### src/rtl/posit_pkg.sv
// posit_pkg: shared sizing and field-position helpers for the posit multiplier.
// Each helper is a function of the posit width N and the exponent width ES, so
// every module derives the same widths from the same two parameters.
//   posit_ew    : exponent field width of the unpacked result
//   posit_fw    : fraction field width of the unpacked result
//   posit_fs    : maximum fraction bits of a decoded posit
//   posit_bias  : exponent bias of the unpacked result
//   posit_*_idx : bit positions of the flags inside the unpacked result
package posit_pkg;

  function automatic int posit_ew(input int n, input int es);
    return es + $clog2(n) + 2;
  endfunction

  function automatic int posit_fw(input int n);
    return 2 * n - 3;
  endfunction

  function automatic int posit_fs(input int n, input int es);
    return n - 3 - es;
  endfunction

  function automatic int posit_bias(input int n, input int es);
    return (1 << (posit_ew(n, es) - 1)) - 1;
  endfunction

  // Unpacked result, MSB first: {inf, zero, sign, exp[EW-1:0], frac[FW-1:0]}
  function automatic int posit_exp_lsb(input int n);
    return posit_fw(n);
  endfunction

  function automatic int posit_sign_idx(input int n, input int es);
    return posit_ew(n, es) + posit_fw(n);
  endfunction

  function automatic int posit_zero_idx(input int n, input int es);
    return posit_ew(n, es) + posit_fw(n) + 1;
  endfunction

  function automatic int posit_inf_idx(input int n, input int es);
    return posit_ew(n, es) + posit_fw(n) + 2;
  endfunction

  function automatic int posit_res_w(input int n, input int es);
    return posit_ew(n, es) + posit_fw(n) + 3;
  endfunction

endpackage

### src/rtl/posit_decode.sv
// posit_decode: combinational decode of one posit into its fields.
//   posit_i : N-bit posit
//   nar_o   : posit is NaR (1 followed by zeros)
//   zero_o  : posit is zero
//   sign_o  : sign bit
//   scale_o : k*2^ES + e, two's complement, EW bits
//   sig_o   : significand 1.f with FS fraction bits (missing bits are zero)
module posit_decode
  import posit_pkg::*;
#(
  parameter int N  = 8,
  parameter int ES = 0
) (
  input  logic [N-1:0]               posit_i,
  output logic                       nar_o,
  output logic                       zero_o,
  output logic                       sign_o,
  output logic [posit_ew(N, ES)-1:0] scale_o,
  output logic [posit_fs(N, ES):0]   sig_o
);

  localparam int EW  = posit_ew(N, ES);
  localparam int FS  = posit_fs(N, ES);
  localparam int ESW = (ES > 0) ? ES : 1;

  logic [N-1:0]   mag;
  logic [N-2:0]   body;
  logic [N-2:0]   tail;
  logic           rbit;
  logic           stop;
  logic [EW-1:0]  run;
  logic [EW-1:0]  k;
  logic [ESW-1:0] e;
  logic           unused_bits;

  always_comb begin
    mag  = posit_i[N-1] ? -posit_i : posit_i;
    body = mag[N-2:0];
    rbit = body[N-2];
    run  = '0;
    stop = 1'b0;
    for (int i = N - 2; i >= 0; i--) begin
      if (!stop && (body[i] == rbit)) run = run + EW'(1);
      else stop = 1'b1;
    end
    k    = rbit ? (run - EW'(1)) : (-run);
    // Drop the regime run and its terminator; exponent then fraction follow
    // left-aligned. The two LSBs of tail are always shifted-in zeros.
    tail = body << (run + EW'(1));
    e    = (ES > 0) ? tail[N-2 -: ESW] : '0;
    scale_o = (k << ES) + EW'(e);
    sig_o   = {1'b1, tail[N-2-ES -: FS]};
    sign_o  = posit_i[N-1];
    zero_o  = (posit_i == '0);
    nar_o   = posit_i[N-1] && (posit_i[N-2:0] == '0);
    unused_bits = ^{tail[1:0], mag[N-1]};
  end

endmodule

### src/rtl/posit_mult_pipe.sv
// posit_mult_pipe: exact 3-stage posit multiplier producing an unpacked result.
//   S1 decode both operands, S2 significand multiply + scale add,
//   S3 normalise and format. One global stall: all stages move together.
//   clk, rst                : clock, synchronous active-high reset
//   in_valid / in_ready     : operand handshake (left_posit, right_posit)
//   out_valid / out_ready   : result handshake
//   result                  : {inf, zero, sign, exp, frac}, zero when idle
module posit_mult_pipe
  import posit_pkg::*;
#(
  parameter int N  = 8,
  parameter int ES = 0
) (
  input  logic                          clk,
  input  logic                          rst,
  input  logic                          in_valid,
  output logic                          in_ready,
  input  logic [N-1:0]                  left_posit,
  input  logic [N-1:0]                  right_posit,
  output logic                          out_valid,
  input  logic                          out_ready,
  output logic [posit_res_w(N, ES)-1:0] result
);

  localparam int EW       = posit_ew(N, ES);
  localparam int FW       = posit_fw(N);
  localparam int FS       = posit_fs(N, ES);
  localparam int BIAS     = posit_bias(N, ES);
  localparam int RW       = posit_res_w(N, ES);
  localparam int SGW      = FS + 1;
  localparam int PW       = 2 * SGW;
  localparam int FPAD     = FW - (PW - 1);
  localparam int EXP_LSB  = posit_exp_lsb(N);
  localparam int SIGN_IDX = posit_sign_idx(N, ES);
  localparam int ZERO_IDX = posit_zero_idx(N, ES);
  localparam int INF_IDX  = posit_inf_idx(N, ES);

  logic           advance;
  logic           l_nar, l_zero, l_sign, r_nar, r_zero, r_sign;
  logic [EW-1:0]  l_scale, r_scale;
  logic [SGW-1:0] l_sig, r_sig;

  logic           s1_valid_q, s1_nar_q, s1_zero_q, s1_sign_q;
  logic [EW-1:0]  s1_lscale_q, s1_rscale_q;
  logic [SGW-1:0] s1_lsig_q, s1_rsig_q;

  logic           s2_valid_q, s2_nar_q, s2_zero_q, s2_sign_q;
  logic [EW-1:0]  s2_ssum_q;
  logic [PW-1:0]  s2_prod_q;

  logic           s3_valid_q;
  logic [RW-1:0]  result_q, result_d;

  logic           ge2;
  logic [PW-1:0]  pn;
  logic [FW-1:0]  mfrac;
  logic [EW-1:0]  exp_pos;
  logic           unused_msb;

  posit_decode #(.N(N), .ES(ES)) u_dec_l (
    .posit_i (left_posit),
    .nar_o   (l_nar),
    .zero_o  (l_zero),
    .sign_o  (l_sign),
    .scale_o (l_scale),
    .sig_o   (l_sig)
  );

  posit_decode #(.N(N), .ES(ES)) u_dec_r (
    .posit_i (right_posit),
    .nar_o   (r_nar),
    .zero_o  (r_zero),
    .sign_o  (r_sign),
    .scale_o (r_scale),
    .sig_o   (r_sig)
  );

  assign advance   = !s3_valid_q || out_ready;
  // Nothing is taken while reset is applied.
  assign in_ready  = !rst && advance;
  assign out_valid = s3_valid_q;
  assign result    = result_q;

  always_ff @(posedge clk) begin
    if (rst) begin
      s1_valid_q <= 1'b0;
      s2_valid_q <= 1'b0;
      s3_valid_q <= 1'b0;
      result_q   <= '0;
    end else if (advance) begin
      s1_valid_q <= in_valid;
      s2_valid_q <= s1_valid_q;
      s3_valid_q <= s2_valid_q;
      result_q   <= s2_valid_q ? result_d : '0;
    end
  end

  always_ff @(posedge clk) begin
    if (advance) begin
      s1_nar_q    <= l_nar | r_nar;
      s1_zero_q   <= l_zero | r_zero;
      s1_sign_q   <= l_sign ^ r_sign;
      s1_lscale_q <= l_scale;
      s1_rscale_q <= r_scale;
      s1_lsig_q   <= l_sig;
      s1_rsig_q   <= r_sig;
      s2_nar_q    <= s1_nar_q;
      s2_zero_q   <= s1_zero_q;
      s2_sign_q   <= s1_sign_q;
      s2_ssum_q   <= s1_lscale_q + s1_rscale_q;
      s2_prod_q   <= PW'(s1_lsig_q) * PW'(s1_rsig_q);
    end
  end

  always_comb begin
    ge2     = s2_prod_q[PW-1];
    pn      = ge2 ? s2_prod_q : (s2_prod_q << 1);
    mfrac   = {pn[PW-2:0], {FPAD{1'b0}}};
    exp_pos = s2_ssum_q + EW'(BIAS) + EW'(ge2);
    unused_msb = pn[PW-1];
    result_d = '0;
    if (s2_nar_q) begin
      result_d[INF_IDX] = 1'b1;
    end else if (s2_zero_q) begin
      result_d[ZERO_IDX] = 1'b1;
    end else begin
      result_d[SIGN_IDX] = s2_sign_q;
      if (s2_sign_q && (mfrac == '0)) begin
        // -2^s is written as -(2 - 0) * 2^(s-1)
        result_d[EXP_LSB +: EW] = exp_pos - EW'(1);
      end else if (s2_sign_q) begin
        result_d[EXP_LSB +: EW] = exp_pos;
        result_d[FW-1:0]        = -mfrac;
      end else begin
        result_d[EXP_LSB +: EW] = exp_pos;
        result_d[FW-1:0]        = mfrac;
      end
    end
  end

endmodule

### config.mk
export PLATFORM = sky130hd
export DESIGN_NAME = posit_mult_pipe
export DESIGN_NICKNAME = d
export VERILOG_FILES = /design/src/rtl/posit_pkg.sv /design/src/rtl/posit_decode.sv /design/src/rtl/posit_mult_pipe.sv
export SDC_FILE = /design/constraint.sdc
export NUM_CORES = 1
export LEC_CHECK = 0
export ABC_CLOCK_PERIOD_IN_PS = 5100
export CAP_MARGIN = 20
export CORE_MARGIN = 2
export CORE_UTILIZATION = 50
export CTS_BUF_LIST = sky130_fd_sc_hd__clkbuf_4 sky130_fd_sc_hd__clkbuf_8 sky130_fd_sc_hd__clkbuf_16
export CTS_CLUSTER_SIZE = 16
export DETAILED_ROUTE_END_ITERATION = 10
export PLACE_DENSITY = 0.72
export SLEW_MARGIN = 5
export SYNTH_ARGS = -nofsm -noshare
export SYNTH_HDL_FRONTEND = slang
export SYNTH_SLANG_ARGS = --single-unit
### constraint.sdc
create_clock -name clk -period 5.1 [get_ports clk]
set_clock_uncertainty 0.05 [all_clocks]
set_input_delay 0.51 -clock clk [delete_from_list [all_inputs] [get_ports clk]]
set_output_delay 0.51 -clock clk [all_outputs]
set_load 0.02 [all_outputs]
* After elaboration in Yosys (flattened, before gate mapping)
Index checks and enable logic that the tools add are counted.
Storage, ports and cells: output and inout port bits 23, register bits after elaboration 67, word-level logic and storage cells 122, bits of input ports 20
Cells by class: bitwise logic cells 3, add/subtract/negate cells 23, multiply operators 1, multiplexer cells 35, reduce and logical (&&, ||, !) cells 30, equal/unequal tests 12, shifts and indexed selects 2
Operators by type and width (number):
- $mux W5 | 13
- $add A5 B1 Y5 const B | 12
- $mux W13 | 2
- $mux W21 | 1
- $mux W20 | 1
- $mux W19 | 1
- $logic_not A8 Y1 | 2
- $sub A5 B1 Y5 const B | 3
- $logic_and A1 B1 Y1 | 14
- $logic_not A7 Y1 | 2
- $mux W7 | 2
- $neg A7 Y7 | 2
- $shl A7 B5 Y7 | 2
- $neg A13 Y13 | 1
- $eq A1 B1 Y1 | 12
- $mul A6 B6 Y12 | 1
- $mux W1 | 12
- $logic_not A11 Y1 | 1
- $mux W11 | 1
- $logic_not A1 Y1 | 10
- $neg A5 Y5 | 2
- $add A5 B1 Y5 | 1
- $add A5 B4 Y5 const B | 1
- $add A5 B5 Y5 | 1
- other kinds (4) | 6

* Longest topological paths before layout
depth in word-level cells 19, depth in mapped cells 19

* By module
From an unflattened synthesis, not the netlist that was laid out.
Second synthesis, totals: cells, all modules 632, area total of the unflattened synthesis 6075.8 µm²
By module, submodules not included:
- posit_mult_pipe | cells an instance 376, instances 1, area an instance 4031.4 µm²
- posit_decode | cells an instance 128, instances 2, area an instance 1022.2 µm²

* Least setup slack after synthesis
OpenSTA, ideal clock, no wires.
kind input port to flip-flop, start input port right_posit[0], end register s1_rsig_q[2] (data pin), setup time 174 ps, path slack 452 ps, data arrival time 4424 ps, stages 17, path through inv_1 > ha_1 > or3b_4 > o311ai_4 > nand4_1 > o22ai_1 > inv_1 > ha_1 > o21ai_0 > nand2b_1 > ha_1 > o32ai_2 > inv_1 > ha_1 > xor2_4 > or3_1 > a311oi_1
Between the ends: cells in the longest elaborated chain, start to end 19, elaborated cells on any way between the ends 35, those cells by class add/sub (7); eq/ne (6); shift (1); mux (12); reduce/logical (9)
Ends and longest elaborated chain:
- start: declaration | RTL line posit_mult_pipe.sv:19 | input logic [N-1:0] right_posit,
- $neg A7 Y7 | RTL line posit_decode.sv:37 | mag = posit_i[N-1] ? -posit_i : posit_i;
- $mux W7 (*) | RTL line posit_decode.sv:37
- branches (longest 16 deep; another with $add A5 B1 Y5)
- $shl A7 B5 Y7 (*) | RTL line posit_decode.sv:49 | tail = body << (run + EW'(1));
- end signal: assignment | RTL line posit_mult_pipe.sv:106 | s1_rsig_q <= r_sig;
- end: declaration | RTL line posit_mult_pipe.sv:45 | logic [SGW-1:0] s1_lsig_q, s1_rsig_q;
Mark *: on every way between the ends. A chain may end at the register's enable or synchronous reset.

* Final worst setup path
start input port right_posit[1], end register s1_rsig_q[4] (data pin)
Same word-level chain as after synthesis.

==> impl_metrics.env <==
export IMPL_viasPerCell=5.57
export IMPL_finalSetupViolCount=0
export IMPL_fmaxAchievable_mhz=209
export IMPL_cts_made_buffers=9
export IMPL_worstSetupStartpointType="input port"
export IMPL_routed_wl_um=10200
export IMPL_wl_per_cell_um=13.6
export IMPL_fin_area_um2=6150
export IMPL_rr_worst_depth=15
export IMPL_vias=4158
export IMPL_utilization_pct=57.5
export IMPL_pre_cts_ws_ns=-0.00707
export IMPL_n_antenna_cell=0
export IMPL_met1_length_um=4420
export IMPL_multiInputGateArea_um2=3400
export IMPL_fp_row_count=38
export IMPL_yosys_area_top_type="edfxtp_1"
export IMPL_power_density_nw_per_um2=506
export IMPL_cts_resized=0
export IMPL_wl_met2_um=5140
export IMPL_synth_top_cell_area_share_pct=23.8
export IMPL_synth_area_leaders="edfxtp_1 (24%), ha_1 (9.0%), dfxtp_1 (8.1%)"
export IMPL_dpl_instance_area_um2=5960
export IMPL_status="completed"
export IMPL_final_cell_mix="nor2_1 (45), edfxtp_1 (43), inv_1 (42), nand2_1 (40), clkdlybuf4s50_1 (40)"
export IMPL_hold_class="reg2reg"
export IMPL_synth_edf_count=43
export IMPL_drt_initial_drc_count=182
export IMPL_ir_drop_v=0.000275
export IMPL_cts_buffer_depth=2
export IMPL_worst_slew_pin_slew_ns=0.793
export IMPL_synth_ff_type="edfxtp_1"
export IMPL_core_area_um2=10700
export IMPL_layout_commonest_cell="nor2_1"
export IMPL_tns_ns=0
export IMPL_p_clk_share_pct=13.8
export IMPL_hold_buffers=0
export IMPL_timing_rr_start="s1_lsig_q[1]$_SDFFCE_PP0N_"
export IMPL_cts_tree="done"
export IMPL_crit_required_ns=5.21
export IMPL_drv_cap=0
export IMPL_setup_slack_ns=0.324
export IMPL_hold_violations=0
export IMPL_intPower_w=0.00184
export IMPL_worstPathArrival_ns=4.89
export IMPL_grt_usage_pct=18.3
export IMPL_io_buffers=40
export IMPL_synth_warnings=0
export IMPL_min_period_ns=4.78
export IMPL_placed_cells=731
export IMPL_start_util_pct=50.8
export IMPL_clock_sinks=65
export IMPL_end_kind="flip-flop"
export IMPL_postCtsSetupRepairBufs=0
export IMPL_die_h_um=108
export IMPL_drc=0
export IMPL_dp_hpwl_um=7820
export IMPL_fillers=942
export IMPL_ant_nets=0
export IMPL_slew_headroom_pct=47.0
export IMPL_final_nets=679
export IMPL_synth_cell_types=87
export IMPL_drive_gt1_share_pct=9.06
export IMPL_routed_top_layer="met4"
export IMPL_netlist_area_um2=5430
export IMPL_grt_pass1_wl_um=17300
export IMPL_die_area_um2=11700
export IMPL_ys_ff_latch=65
export IMPL_grt_setup_unrepaired="no"
export IMPL_async_flop_share_pct=0
export IMPL_seq_power_share_pct=30.5
export IMPL_worst_path_max_fanout=8
export IMPL_place_gp_congestion=0.840
export IMPL_holdPathStages=0
export IMPL_grt_overflow=0
export IMPL_rr_endpoint="s2_prod_q[11]$_DFFE_PN_"
export IMPL_yosysSeqAreaShare_pct=31.9
export IMPL_final_max_slew_viol_count=0
export IMPL_final_cell_count_no_fill=747
export IMPL_post_route_period_util_pct=93.6
export IMPL_clk_pin_slew_ns=0.08
export IMPL_met3WireLength_um=387
export IMPL_syn_inst=560
export IMPL_power_leakage_nw=2.49
export IMPL_synth_area_per_cell_um2=9.70
export IMPL_clkLatencyLatePin_ns=0.34
export IMPL_die_x_um=108
export IMPL_cts_max_level=3
export IMPL_area_growth_pct=13.3
export IMPL_io_pins=43
export IMPL_antenna_found_initial=0
export IMPL_cts_root_buf="clkbuf_8"
export IMPL_rrSetupSlack_ns=1.20
export IMPL_grt_max_degree=47
export IMPL_first_global_vias=3895
export IMPL_worstSetupPathType="in2reg"
export IMPL_comb_power_share_pct=55.7
export IMPL_net_switching_power_w=0.00127
export IMPL_sw_frac_of_total_pct=40.8
export IMPL_dr_pass1_iters=4
export IMPL_min_to="s2_zero_q$_DFFE_PN_"
export IMPL_hp_start="s1_zero_q$_DFFE_PN_"
export IMPL_regArea_um2=1730
[kinds of logic (layout without fill, tap and decap cells)]
logic type	count (synthesis)	count (layout)	share of synthesized area [%]
AND/OR/NAND/NOR	190	190	18.3
multiplexers	15	15	3.57
adder cells (fa/ha/maj)	57	57	15.6
XOR/XNOR	37	37	6.71
AO/OA/AOI/OAI	130	130	18.4
buffers and inverters	65	111	5.51
flip-flops	65	65	31.9
other	1	2	0.0691
[state kept, by name, indices dropped and copies added, names as in the netlist]
register,flops
s1_lscale_q,5
result,19
s2_valid_q,1
out_valid,1
s1_lsig_q,5
s1_sign_q,1
s2_zero_q,1
s2_ssum_q,5
s1_valid_q,1
s1_zero_q,1
s2_prod_q,12
s2_sign_q,1
s1_rscale_q,5
s2_nar_q,1
s1_nar_q,1
s1_rsig_q,5
[Yosys cell counts, types with 5 or more instances]
master / n
fa_1: 18
a22oi_1: 10
edfxtp_1: 43
nand3_1: 10
o21ai_0: 17
nand2b_1: 12
nand4_1: 5
nor2b_1: 13
a31oi_1: 10
a21oi_1: 23
mux2i_1: 10
clkbuf_1: 13
xor2_1: 7
a21o_1: 6
and2_1: 23
dfxtp_1: 22
a2bb2oi_1: 5
or3_1: 5
nand2_1: 40
nor3_1: 12
nor4_1: 5
nor2_1: 45
inv_1: 42
a32oi_1: 9
xnor2_1: 27
ha_1: 39
[area by class of cell]
type / instances / share of cell area (%)
clock buffer: 9 / 2.01
multi-input combinational: 431 / 55.3
clock inverter: 7 / 1.12
sequential: 65 / 28.1
tap: 140 / 2.85
timing repair buffer: 51 / 7.85
inverter: 44 / 2.70
[stage by stage]
step,total power (W),hold slack (ns)
3_5_place_dp,0.00269,0.362
2_1_floorplan,0.00234,0.350
5_1_grt,0.00344,0.401
4_1_cts,0.00315,0.381
6_report,0.00311,0.380
3_3_place_gp,0.00261,0.354
[power by group through the flow]
stage | Sequential [W] | Clock [W] | Combinational (W)
2_1_floorplan | 0.000922 | 0 | 0.00142
3_3_place_gp | 0.000949 | 0 | 0.00166
3_5_place_dp | 0.000957 | 0 | 0.00173
4_1_cts | 0.000945 | 0.000443 | 0.00176
5_1_grt | 0.000969 | 0.000464 | 0.00200
6_report | 0.000949 | 0.000429 | 0.00173
[worst max-delay path: stages]
cell and delay [ns]:
clkdlybuf4s50_1 0.47, inv_1 0.10, ha_1 0.16, or3b_4 0.43, a221oi_4 0.43, and2_2 0.27, o22ai_1 0.14, ha_1 0.34
o21ai_0 0.08, nand2b_1 0.07, ha_1 0.30, o32ai_2 0.29, buf_4 0.18, ha_1 0.24, inv_1 0.14, nor4_1 0.36
a311oi_1 0.09, a211oi_1 0.26
[how the worst max path moves through the flow]
| stage | from | to | slack, ns | depth (start not counted) |
|---|---|---|---|---|
| finish | right_posit[1] | s1_rsig_q[4]$_SDFFCE_PP0N_ | 0.32 | 18 |
| global route | right_posit[1] | s1_rsig_q[4]$_SDFFCE_PP0N_ | 0.06 | 19 |
| CTS | right_posit[1] | s1_rsig_q[4]$_SDFFCE_PP0N_ | 0.36 | 18 |
| detailed placement | right_posit[1] | s1_rsig_q[4]$_SDFFCE_PP0N_ | -0.007 | 18 |
| global placement | right_posit[1] | s1_rsig_q[1]$_SDFFCE_PP0N_ | 0.23 | 17 |
| floorplan | right_posit[0] | s1_rsig_q[2]$_SDFFCE_PP0N_ | 0.45 | 17 |
[per-layer routing]
layer,GRT usage [%],up-vias
met2,33.5,108
met5,0,-
met4,6.50,0
met3,3.32,18
li1,-,2105
met1,21.3,1927
No activity file was read; power rests on OpenSTA's default activity.
==> RTL edit (config.mk and constraints unchanged) <==
`N` is set to 8 in 2 places; all go to 12.
--- a/src/rtl/posit_decode.sv
+++ b/src/rtl/posit_decode.sv
@@ -8,7 +8,7 @@
 module posit_decode
   import posit_pkg::*;
 #(
-  parameter int N  = 8,
+  parameter int N  = 12,
   parameter int ES = 0
 ) (
   input  logic [N-1:0]               posit_i,
--- a/src/rtl/posit_mult_pipe.sv
+++ b/src/rtl/posit_mult_pipe.sv
@@ -8,7 +8,7 @@
 module posit_mult_pipe
   import posit_pkg::*;
 #(
-  parameter int N  = 8,
+  parameter int N  = 12,
   parameter int ES = 0
 ) (
   input  logic                          clk,
Ports: changed (resized left_posit, result and right_posit); port bits go from 43 to 60. No check against the original RTL was run, so the function may have changed too.
==> RTL edit against the original RTL <==
  * The run now ends with setup timing left
  * Setup slack lost 2.2 ns
  * Sequential cell count grew 28
  * Non-clock buffer count up 354
  * Global-route usage grew 7.1 points
  * Final area grew to 2.6 times the old value
  * Routed wire length rose to 3.1 times the old value
  * First-iteration DRC count rose to 3.2 times the old value
  * Area after synthesis is 110% higher
  * Utilization increased by 14 points
  * Hold slack worse by 0.0044 ns
  * Die area grew 110%
  * Synthesized cell count grew 130%
  * Largest cell class unchanged
  * Highest routed layer unchanged
Power is left out: the tool's default activity adds up to more than one toggle a clock period on the data nets, which glitch-free logic cannot reach.
==> RTL edit: results (changes against the original RTL) <==
Setup path
  – Reg-to-reg setup timing slack: -0.08 ns (-1.28 ns)
  – Critical path fanouts, max: 7 (-1)
  – CP max-delay cell: or3_4
  – Cell family with the largest share of critical-path delay: adder cells
  – Critical Path AT: 7.05 ns (+2.16 ns)
  – Reg2reg path depth: 23 (+8)
  – Worst path max stage delay: 0.39 ns (-0.08 ns)

Logic synthesis
  – Sequential share of the synthesized area: 0.2172 (-0.1017)
  – Compound-Gate Fraction of Synth Area: 0.1739 (-0.009694)
  – Post-synthesis async set-or-reset flop share: 0 (unchanged)
  – Top post-synthesis cells by count: 116 x nand2_1, 97 x nor2_1, 89 x inv_1, 81 x ha_1
  – Adder-cell share of the synthesized area: 0.1990 (+0.04279)
  – Top_reg_cell synth: edfxtp_1
  – Synth Area in XOR/XNOR: 0.09491 (+0.02786)
  – Synth cell types: 109 (+25%)
  – Yosys warns: 0 (unchanged)
  – Number of synthesized flops with an enable pin: 62 (+44%)
  – Main area contributors after synthesis: edfxtp_1 16%, fa_1 11%, ha_1 8.9%
  – Multiplexer share of the synthesized area: 0.05736 (+0.02165)

Timing
  – Setup ws final: -1.901 ns (-2.225 ns)
  – Relative slew slack: 0.3801 (-0.08967)
  – Worst hold margin: 0.3751 ns (-0.004439 ns)
  – Finish-stage setup viols: 31 (+31)

Global route
  – First-pass GRT wire length: 50580 um (+190%)
  – Met1 GRT Util: 0.3027 (+0.08997)
  – Met2 Track Usage GR: 0.4794 (+0.1447)
  – Antenna violations before repair: 0 (unchanged)
  – Overall routing resource usage: 0.2534 (+0.07077)
  – Met3 GRT Util: 0.02033 (-0.01282)
  – Maximum number of pins on one net before global-route repair: 40 (-15%)

Placed design
  – Final HPWL DP: 23270 um (+200%)
  – Buffers on Ports: 57 (+43%)
  – GP Congestion: 0.9304 (+11%)

Drt
  – Drt pass-1 iters: 5 (+1)
  – WL met3: 715 um (+85%)
  – M1 wire length: 12930 um (+190%)
  – Routed wl met2: 16700 um (+220%)
  – 1st-iter DRT viols: 574 (+220%)
  – DR top layer: met4
  – Total routed wirelength: 31320 um (+210%)
  – Vias after detailed routing: 10.74k (+160%)

Layout
  – Max reg flops: 28 (+9)
  – Ant. Diodes: 0 (unchanged)
  – Fin nets: 1801 (+170%)
  – Share of post-route cells with drive strength above 1: 0.3715 (+0.2809)

Hold path
  – Worst min path class: reg2reg

Clock tree
  – Setup bufs post-CTS: 57 (+57)
  – CTS resizes: 157 (+157)
  – Clk_lat worst skew: 0.35 ns
  – CTS buffer count: 9 (unchanged)
  – CTS root buffer: clkbuf_16
  – Max clock buf depth: 2 (unchanged)

Outcome
  – Status: complete, but fails checks
  – Failing checks: setup timing
RTL edit: changes by cell type in the layout (fill, tap and decap cells not counted), sizes merged, moves of 34 or more:
| cell | unedited run | this run |
|---|---|---|
| fa | 18 | 63 |
| nand2 | 40 | 118 |
| and2 | 25 | 63 |
| buf | 11 | 361 |
| xnor2 | 27 | 69 |
| o21ai | 19 | 53 |
| ha | 39 | 81 |
| nor2 | 46 | 97 |
| inv | 44 | 93 |
RTL edit: path summary, 6_finish.rpt:
| path | from | endpoint |
|---|---|---|
| setup / recovery | right_posit[3] | s1_rsig_q[7]$_SDFFCE_PP0N_ |
| hold / removal | s1_zero_q$_DFFE_PN_ | s2_zero_q$_DFFE_PN_ |
| setup reg to reg | s1_lsig_q[4]$_SDFFCE_PP0N_ | s2_prod_q[16]$_DFFE_PN_ |
| hold reg to reg | s1_zero_q$_DFFE_PN_ | s2_zero_q$_DFFE_PN_ |
RTL edit: final cells by class:
cell class	count	area (um2)
Inverter	90	356.6
Clock inverter	5	35.03
Timing Repair Buffer	405	3328
Fill cell	1620	6321
Sequential cell	93	2482
Tap cell	285	356.6
Multi-Input combinational cell	1030	9445
Clock buffer	11	246.5
RTL edit: per-stage QoR:
| step | utilization | area (um2) | setup WS [ns] | cells | setup TNS, ns |
|---|---|---|---|---|---|
| finish | 0.7200 | 16250 | -1.901 | 1919 | -43.55 |
| global route | 0.7200 | 16250 | -2.181 | 1919 | -50.88 |
| CTS | 0.6916 | 15610 | -1.898 | 1887 | -43.76 |
| detailed placement | 0.6434 | 14520 | -2.651 | 1822 | -66.19 |
| global placement | 0.6434 | 14520 | -2.464 | 1822 | -62.38 |
| floorplan | - | 11830 | -2.237 | 1262 | -51.13 |
